## config.mk

```make
export PLATFORM = sky130hd
export DESIGN_NAME = array_4_arbiter_flat
export DESIGN_NICKNAME = d
export VERILOG_FILES = /design/src/rtl/array_4_arb_pkg.sv /design/src/rtl/array_4_arbiter_if.sv /design/src/rtl/array_4_arbiter_rr_arb2.sv /design/src/rtl/array_4_arbiter.sv /design/src/flat_wrapper.sv
export SDC_FILE = /design/constraint.sdc
export NUM_CORES = 1
export LEC_CHECK = 0
export ABC_AREA = 0
export BUFFER_PORTS_ARGS = -buffer_cell sky130_fd_sc_hd__buf_2
export CAP_MARGIN = 20
export CELL_PAD_IN_SITES_DETAIL_PLACEMENT = 0
export CELL_PAD_IN_SITES_GLOBAL_PLACEMENT = 1
export CORE_UTILIZATION = 17
export CTS_BUF_LIST = sky130_fd_sc_hd__clkbuf_4
export CTS_CLUSTER_SIZE = 24
export DETAILED_ROUTE_END_ITERATION = 10
export PLACE_DENSITY_LB_ADDON = 0.12
export RECOVER_POWER = 50
export SETUP_SLACK_MARGIN = 0.4
export SYNTH_ARGS = -nofsm -noshare
export SYNTH_HDL_FRONTEND = slang
export SYNTH_SLANG_ARGS = --single-unit
export TNS_END_PERCENT = 10
```

## constraint.sdc

```tcl
create_clock -name clock -period 1.7 [get_ports clock]
set_input_delay 0.17 -clock clock [delete_from_list [all_inputs] [get_ports clock]]
set_output_delay 0.17 -clock clock [all_outputs]
set_load 0.05 [all_outputs]
```

## src/rtl/array_4_arb_pkg.sv

```systemverilog
// Shared types and default widths for the two-requester SRAM arbiter.
package array_4_arb_pkg;

  localparam int unsigned ARB_ADDR_W = 8;
  localparam int unsigned ARB_DATA_W = 8;
  localparam int unsigned ARB_MASK_W = 4;

  // Arbiter operating state: INIT clears the array, RUN serves requesters.
  typedef enum logic {
    INIT = 1'b0,
    RUN  = 1'b1
  } arb_state_e;

  // Requester index (two requesters).
  typedef logic req_idx_t;

endpackage

```

## src/rtl/array_4_arbiter_if.sv

```systemverilog
// Requester and SRAM-port bundle for array_4_arbiter.
// slave: arbiter view; master: requesters plus SRAM macro view.
interface array_4_arbiter_if
  import array_4_arb_pkg::*;
#(
  parameter int unsigned ADDR_W = ARB_ADDR_W,
  parameter int unsigned DATA_W = ARB_DATA_W,
  parameter int unsigned MASK_W = ARB_MASK_W
);

  logic [1:0]          req_valid;
  logic [1:0]          req_ready;
  logic [1:0]          req_write;
  logic [2*ADDR_W-1:0] req_addr;
  logic [2*MASK_W-1:0] req_wmask;
  logic [2*DATA_W-1:0] req_wdata;
  logic [1:0]          resp_valid;
  logic [DATA_W-1:0]   resp_rdata;
  logic                init_done;
  logic [ADDR_W-1:0]   mem_addr;
  logic                mem_en;
  logic                mem_wmode;
  logic [MASK_W-1:0]   mem_wmask;
  logic [DATA_W-1:0]   mem_wdata;
  logic [DATA_W-1:0]   mem_rdata;

  modport slave (
    input  req_valid, req_write, req_addr, req_wmask, req_wdata, mem_rdata,
    output req_ready, resp_valid, resp_rdata, init_done,
           mem_addr, mem_en, mem_wmode, mem_wmask, mem_wdata
  );

  modport master (
    output req_valid, req_write, req_addr, req_wmask, req_wdata, mem_rdata,
    input  req_ready, resp_valid, resp_rdata, init_done,
           mem_addr, mem_en, mem_wmode, mem_wmask, mem_wdata
  );

endinterface

```

## src/rtl/array_4_arbiter_rr_arb2.sv

```systemverilog
// Two-input round-robin arbiter. Grant is combinational; on contention the
// requester that was not granted last wins. Pointer tracks the last grant.
module rr_arb2
  import array_4_arb_pkg::*;
(
  input  logic       clk_i,
  input  logic       rst_ni,
  input  logic [1:0] valid_i,
  input  logic       update_i,
  output logic [1:0] grant_o
);

  req_idx_t ptr_q, ptr_d;

  // Grant selection from valids and last-granted pointer.
  always_comb begin
    grant_o = 2'b00;
    unique case (valid_i)
      2'b01:   grant_o = 2'b01;
      2'b10:   grant_o = 2'b10;
      2'b11:   grant_o = ptr_q ? 2'b01 : 2'b10;
      default: grant_o = 2'b00;
    endcase
  end

  // Pointer follows the granted index, held when nothing is granted.
  always_comb begin
    ptr_d = ptr_q;
    if (update_i && (|grant_o)) begin
      ptr_d = grant_o[1];
    end
  end

  // Pointer register.
  always_ff @(posedge clk_i or negedge rst_ni) begin
    if (!rst_ni) begin
      ptr_q <= 1'b0;
    end else begin
      ptr_q <= ptr_d;
    end
  end

endmodule

```

## src/rtl/array_4_arbiter.sv

```systemverilog
// Two-requester round-robin front end for a single-port masked-write SRAM.
// Read data returns one cycle after issue, tagged by resp_valid bit.
// Optional power-on clear of the whole array: define ARRAY_4_ARB_INIT_EN.
module array_4_arbiter
  import array_4_arb_pkg::*;
#(
  parameter int unsigned       ADDR_W     = ARB_ADDR_W,
  parameter int unsigned       DATA_W     = ARB_DATA_W,
  parameter int unsigned       MASK_W     = ARB_MASK_W,
  parameter logic [DATA_W-1:0] INIT_VALUE = '0
) (
  input logic              clock,
  input logic              reset_n,
  array_4_arbiter_if.slave bus
);

`ifdef ARRAY_4_ARB_INIT_EN
  localparam arb_state_e RST_STATE = INIT;
  logic [ADDR_W-1:0] cnt_q, cnt_d;
  logic              init_busy_c;
`else
  localparam arb_state_e RST_STATE = RUN;
`endif

  arb_state_e state_q, state_d;
  logic       init_done_q;
  logic [1:0] resp_valid_q, resp_valid_d;
  logic       run_c;
  logic       sel_c;
  logic [1:0] valid_c;
  logic [1:0] grant_c;

  // Requests are only visible to the arbiter once the array is usable.
  assign run_c   = (state_q == RUN) && init_done_q;
  assign valid_c = bus.req_valid & {2{run_c}};
  assign sel_c   = grant_c[1];

`ifdef ARRAY_4_ARB_INIT_EN
  // Clear writes only while out of reset so the macro sees no enable in reset.
  assign init_busy_c = (state_q == INIT) && reset_n;
`endif

  rr_arb2 u_arb (
    .clk_i    (clock),
    .rst_ni   (reset_n),
    .valid_i  (valid_c),
    .update_i (run_c),
    .grant_o  (grant_c)
  );

  // Client-facing outputs; read data is a straight pass of the macro output.
  assign bus.req_ready  = grant_c;
  assign bus.resp_valid = resp_valid_q;
  assign bus.resp_rdata = bus.mem_rdata;
  assign bus.init_done  = init_done_q;

  // Next state and SRAM port drive: granted requester by default, clear in INIT.
  always_comb begin
    state_d      = state_q;
    resp_valid_d = grant_c & ~bus.req_write;
    bus.mem_en    = |grant_c;
    bus.mem_wmode = sel_c ? bus.req_write[1] : bus.req_write[0];
    bus.mem_addr  = sel_c ? bus.req_addr[2*ADDR_W-1:ADDR_W]
                          : bus.req_addr[ADDR_W-1:0];
    bus.mem_wmask = sel_c ? bus.req_wmask[2*MASK_W-1:MASK_W]
                          : bus.req_wmask[MASK_W-1:0];
    bus.mem_wdata = (|grant_c) ? (sel_c ? bus.req_wdata[2*DATA_W-1:DATA_W]
                                        : bus.req_wdata[DATA_W-1:0])
                               : INIT_VALUE;
`ifdef ARRAY_4_ARB_INIT_EN
    cnt_d = cnt_q;
    if (init_busy_c) begin
      bus.mem_en    = 1'b1;
      bus.mem_wmode = 1'b1;
      bus.mem_wmask = '1;
      bus.mem_wdata = INIT_VALUE;
      bus.mem_addr  = cnt_q;
      cnt_d         = cnt_q + ADDR_W'(1);
      if (&cnt_q) begin
        state_d = RUN;
      end
    end
`endif
  end

  // State, done flag and one-cycle read response tag.
  always_ff @(posedge clock or negedge reset_n) begin
    if (!reset_n) begin
      state_q      <= RST_STATE;
      init_done_q  <= 1'b0;
      resp_valid_q <= 2'b00;
`ifdef ARRAY_4_ARB_INIT_EN
      cnt_q        <= '0;
`endif
    end else begin
      state_q      <= state_d;
      init_done_q  <= (state_d == RUN);
      resp_valid_q <= resp_valid_d;
`ifdef ARRAY_4_ARB_INIT_EN
      cnt_q        <= cnt_d;
`endif
    end
  end

endmodule
```

## src/flat_wrapper.sv

```systemverilog
// flat-port wrapper written by rule: the top's interface ports become plain ports
module array_4_arbiter_flat import array_4_arb_pkg::*;
#(
  parameter int unsigned       ADDR_W     = ARB_ADDR_W,
  parameter int unsigned       DATA_W     = ARB_DATA_W,
  parameter int unsigned       MASK_W     = ARB_MASK_W,
  parameter logic [DATA_W-1:0] INIT_VALUE = '0
)
  (clock, reset_n, bus_req_valid, bus_req_write, bus_req_addr, bus_req_wmask, bus_req_wdata, bus_mem_rdata, bus_req_ready, bus_resp_valid, bus_resp_rdata, bus_init_done, bus_mem_addr, bus_mem_en, bus_mem_wmode, bus_mem_wmask, bus_mem_wdata);
  array_4_arbiter_if #(.ADDR_W(ADDR_W), .DATA_W(DATA_W), .MASK_W(MASK_W)) bus_i ();
  input logic clock;
  input logic reset_n;
  input wire logic [$bits(bus_i.req_valid)-1:0] bus_req_valid;
  input wire logic [$bits(bus_i.req_write)-1:0] bus_req_write;
  input wire logic [$bits(bus_i.req_addr)-1:0] bus_req_addr;
  input wire logic [$bits(bus_i.req_wmask)-1:0] bus_req_wmask;
  input wire logic [$bits(bus_i.req_wdata)-1:0] bus_req_wdata;
  input wire logic [$bits(bus_i.mem_rdata)-1:0] bus_mem_rdata;
  output wire logic [$bits(bus_i.req_ready)-1:0] bus_req_ready;
  output wire logic [$bits(bus_i.resp_valid)-1:0] bus_resp_valid;
  output wire logic [$bits(bus_i.resp_rdata)-1:0] bus_resp_rdata;
  output wire logic [$bits(bus_i.init_done)-1:0] bus_init_done;
  output wire logic [$bits(bus_i.mem_addr)-1:0] bus_mem_addr;
  output wire logic [$bits(bus_i.mem_en)-1:0] bus_mem_en;
  output wire logic [$bits(bus_i.mem_wmode)-1:0] bus_mem_wmode;
  output wire logic [$bits(bus_i.mem_wmask)-1:0] bus_mem_wmask;
  output wire logic [$bits(bus_i.mem_wdata)-1:0] bus_mem_wdata;
  assign bus_i.req_valid = bus_req_valid;
  assign bus_i.req_write = bus_req_write;
  assign bus_i.req_addr = bus_req_addr;
  assign bus_i.req_wmask = bus_req_wmask;
  assign bus_i.req_wdata = bus_req_wdata;
  assign bus_i.mem_rdata = bus_mem_rdata;
  assign bus_req_ready = bus_i.req_ready;
  assign bus_resp_valid = bus_i.resp_valid;
  assign bus_resp_rdata = bus_i.resp_rdata;
  assign bus_init_done = bus_i.init_done;
  assign bus_mem_addr = bus_i.mem_addr;
  assign bus_mem_en = bus_i.mem_en;
  assign bus_mem_wmode = bus_i.mem_wmode;
  assign bus_mem_wmask = bus_i.mem_wmask;
  assign bus_mem_wdata = bus_i.mem_wdata;
  array_4_arbiter #(.ADDR_W(ADDR_W), .DATA_W(DATA_W), .MASK_W(MASK_W), .INIT_VALUE(INIT_VALUE)) u_core (.clock(clock), .reset_n(reset_n), .bus(bus_i));
endmodule
```

==> impl_results.md <==
* Worst slew pin tran at 0.600 ns
* Clk sinks at 4
* Most common cell after layout, fill and taps aside: buf_2
* DIE HEIGHT at 59.9 µm
* Pleak at 0.598 nW
* Grt met1 use at 0.112
* GPL Wtd Cong at 0.729
* Post-DR wirelength/cell at 10.3 µm
* Grt met2 use at 0.181
* Rows at 20
* Post-route DRC violation count at 0
* Global-route wire length before repair at 2730 µm
* Max-cap violations at 0
* Mapped Area at 569 µm²
* Via count at 725
* Clock power share at 0.200
* Final Hold Fails at 0
* Longest Clk Path Bufs at 2
* Worst EP required at 1.53 ns
* Slowest Stage Delay on Critical Path at 0.43 ns
* Clock H-tree levels at 1
* Vias in the first global route at 658
* PnR worst setup slack at 0.0291 ns
* Seq cells post-synth at 4
* Worst Hold Depth at 2
* Post-Syn Nets at 120
* Die Area at 0.00358 mm²
* DRT Pass-1 Iters at 2
* Syn avg cell area at 8.63 µm²
* HPWL Detailed at 1440 µm
* Chip width at 59.9 µm
* Seq/Total Area, Yosys at 0.176
* Via/cell ratio at 4.07
* Final nets at 189
* Period utilization at 0.983
* Worst R2R Start: u_core.bus.init_done$_DFF_PN0_
* Clk_skew at 0.00844 ns
* Slack of the worst reg-to-reg path at 0.61 ns
* RSZ-0062 raised after global routing: yes
* Diode count at 0
* Fin. max-slew vios at 0
* Worst Hold Class: in2reg
* Total GRT Usage at 0.103
* Total power draw at 0.000769 W
* Placed Area at 978 µm²
* Worst hold start: bus_req_write[1]
* CTS Buf Count at 3
* Comb pwr share at 0.653
* CP Cell Sequence: a21oi_4 > buf_12 > mux2_2 > buf_6
* Initial DRC count at 14
* IO Pins at 89
* Pwr per Cell Area at 646 mW/mm²
* Core area at 0.00310 mm²
* Gr busiest metal: met2
* Slew margin rel. at 0.602
* GRT Residual Overflow at 0
* WS Path Type: reg2out
* Cell depth of the worst flop-to-flop path at 4
* Maximum clock rate at 598 MHz
* Max FO, Critical Path at 15
* Final instance area at 0.00119 mm²
* Reg power frac at 0.148
* Internal power at 0.000420 W
* Met3 Use GR at 0.0346
* Worst-path clk slew at 0.05 ns
* Port Buf Inserts at 72
* Worst VDD drop at 0.243 mV
* Most frequent cells in the layout: buf_2 (45), nand2_1 (19), buf_6 (13)
* Crit path DAT at 1.50 ns
* Fin Setup TNS at 0 ns
* Switching share of power at 0.455
* Effective utilization at floorplan at 0.183
* Final setup violation count at 0
* Post-CTS setup buffers at 0
* Sw power at 0.000350 W
* Min cycle time layout at 1.67 ns
* Area growth, synth to finish at 109%
* Clock tree from TritonCTS: built
* Warnings from Yosys at 0
* Layout cells sized above 1 at 0.761
* Cell variety after synth at 16
* Reg2Reg Capture Point: u_core.bus.resp_valid[0]$_DFF_PN0_
* WHS at 0.0903 ns
* Largest net degree at the start of global routing at 20
* WHS Endpoint: u_core.bus.resp_valid[1]$_DFF_PN0_
* CTS root buf: clkbuf_4
* Status: finished, final reports clean
* Slowest-stage cell, CP: dfrtp_2
* Startpoint types: flop
* Initial antenna violation count at 0
* Place WS at 0.128 ns
* Antenna Nets Post-Route at 0
* Post-Syn Instances at 66
* DRT Wirelength at 1840 µm
* Worst skew pair latency at 0.25 ns
* Setup crit end kind: output pin
## through the flow
step                      instances   util
after floorplan                  66      -
after global placement          173  0.315
after detailed placement        173  0.315
after CTS                       178  0.386
after global routing            178  0.384
final                           178  0.384
## layout make-up
class,count,area [µm²]
flip-flops and latches,4,103
well taps,44,55.1
clock buffers,4,30.0
fillers,337,1910
repair buffers,75,558
multi-input cells,51,445
## routing by layer
| layer | wire, µm | up-vias |
|---|---|---|
| met2 | 1000 | 39 |
| li1 | - | 352 |
| met1 | 658 | 328 |
| met3 | 166 | 6 |
| met5 | 0 | - |
| met4 | 13 | 0 |
## worst max-delay path by stage
stage | slack [ns] | depth (start not counted) | startpoint | endpoint
2_1_floorplan | -0.005 | 5 | u_core.bus.init_done$_DFF_PN0_ | bus_mem_addr[0]
3_3_place_gp | 0.15 | 4 | u_core.u_arb.ptr_q$_DFFE_PN0P_ | bus_mem_wdata[6]
3_5_place_dp | 0.13 | 4 | u_core.u_arb.ptr_q$_DFFE_PN0P_ | bus_mem_wdata[6]
4_1_cts | 0.009 | 4 | u_core.u_arb.ptr_q$_DFFE_PN0P_ | bus_mem_wmode
5_1_grt | -0.02 | 5 | u_core.bus.init_done$_DFF_PN0_ | bus_mem_wmask[0]
6_report | 0.03 | 4 | u_core.u_arb.ptr_q$_DFFE_PN0P_ | bus_mem_wmask[0]
## sequential cells by signal, indices dropped and copies added, names as in the netlist
name	count
u_core.u_arb.ptr_q	1
u_core.bus.resp_valid	2
u_core.bus.init_done	1
## cell families after synthesis
logic type      synth area share
mux                        0.310
flops                      0.176
simple gates               0.202
buf+inv                    0.167
compound gates             0.138
other cells              0.00659
## power groups by stage
stage	combinational [W]	sequential, W	clock [W]
2_1_floorplan	0.000356	0.000124	0
3_3_place_gp	0.000420	0.000114	0
3_5_place_dp	0.000421	0.000114	0
4_1_cts	0.000508	0.000113	0.000162
5_1_grt	0.000527	0.000115	0.000174
6_report	0.000502	0.000114	0.000154
## cell usage after synthesis, drive strengths merged
cell    instances  area share
dfrtp           4        0.18
buf            10        0.16
nand2          22        0.16
nor2b           3       0.033
clkbuf          1      0.0066
mux2           13        0.31
a21oi           1       0.029
o22ai           8       0.088
o21ai           1      0.0088
nand2b          1       0.011
conb            1      0.0066
o21a            1       0.013
## critical path: cells and delay by family (launching register included)
kind	cells	cell delay [ns]
flops	1	0.43
mux	1	0.35
buf+inv	2	0.33
compound gates	1	0.15
## repair_timing
action | CTS | global route
hold endpoints to repair | 4 | 0
resized for setup | 56 | 3
hold buffers | 1 | 0
setup endpoints to repair | 25 | 25
Power figures use the tool's default switching activity.
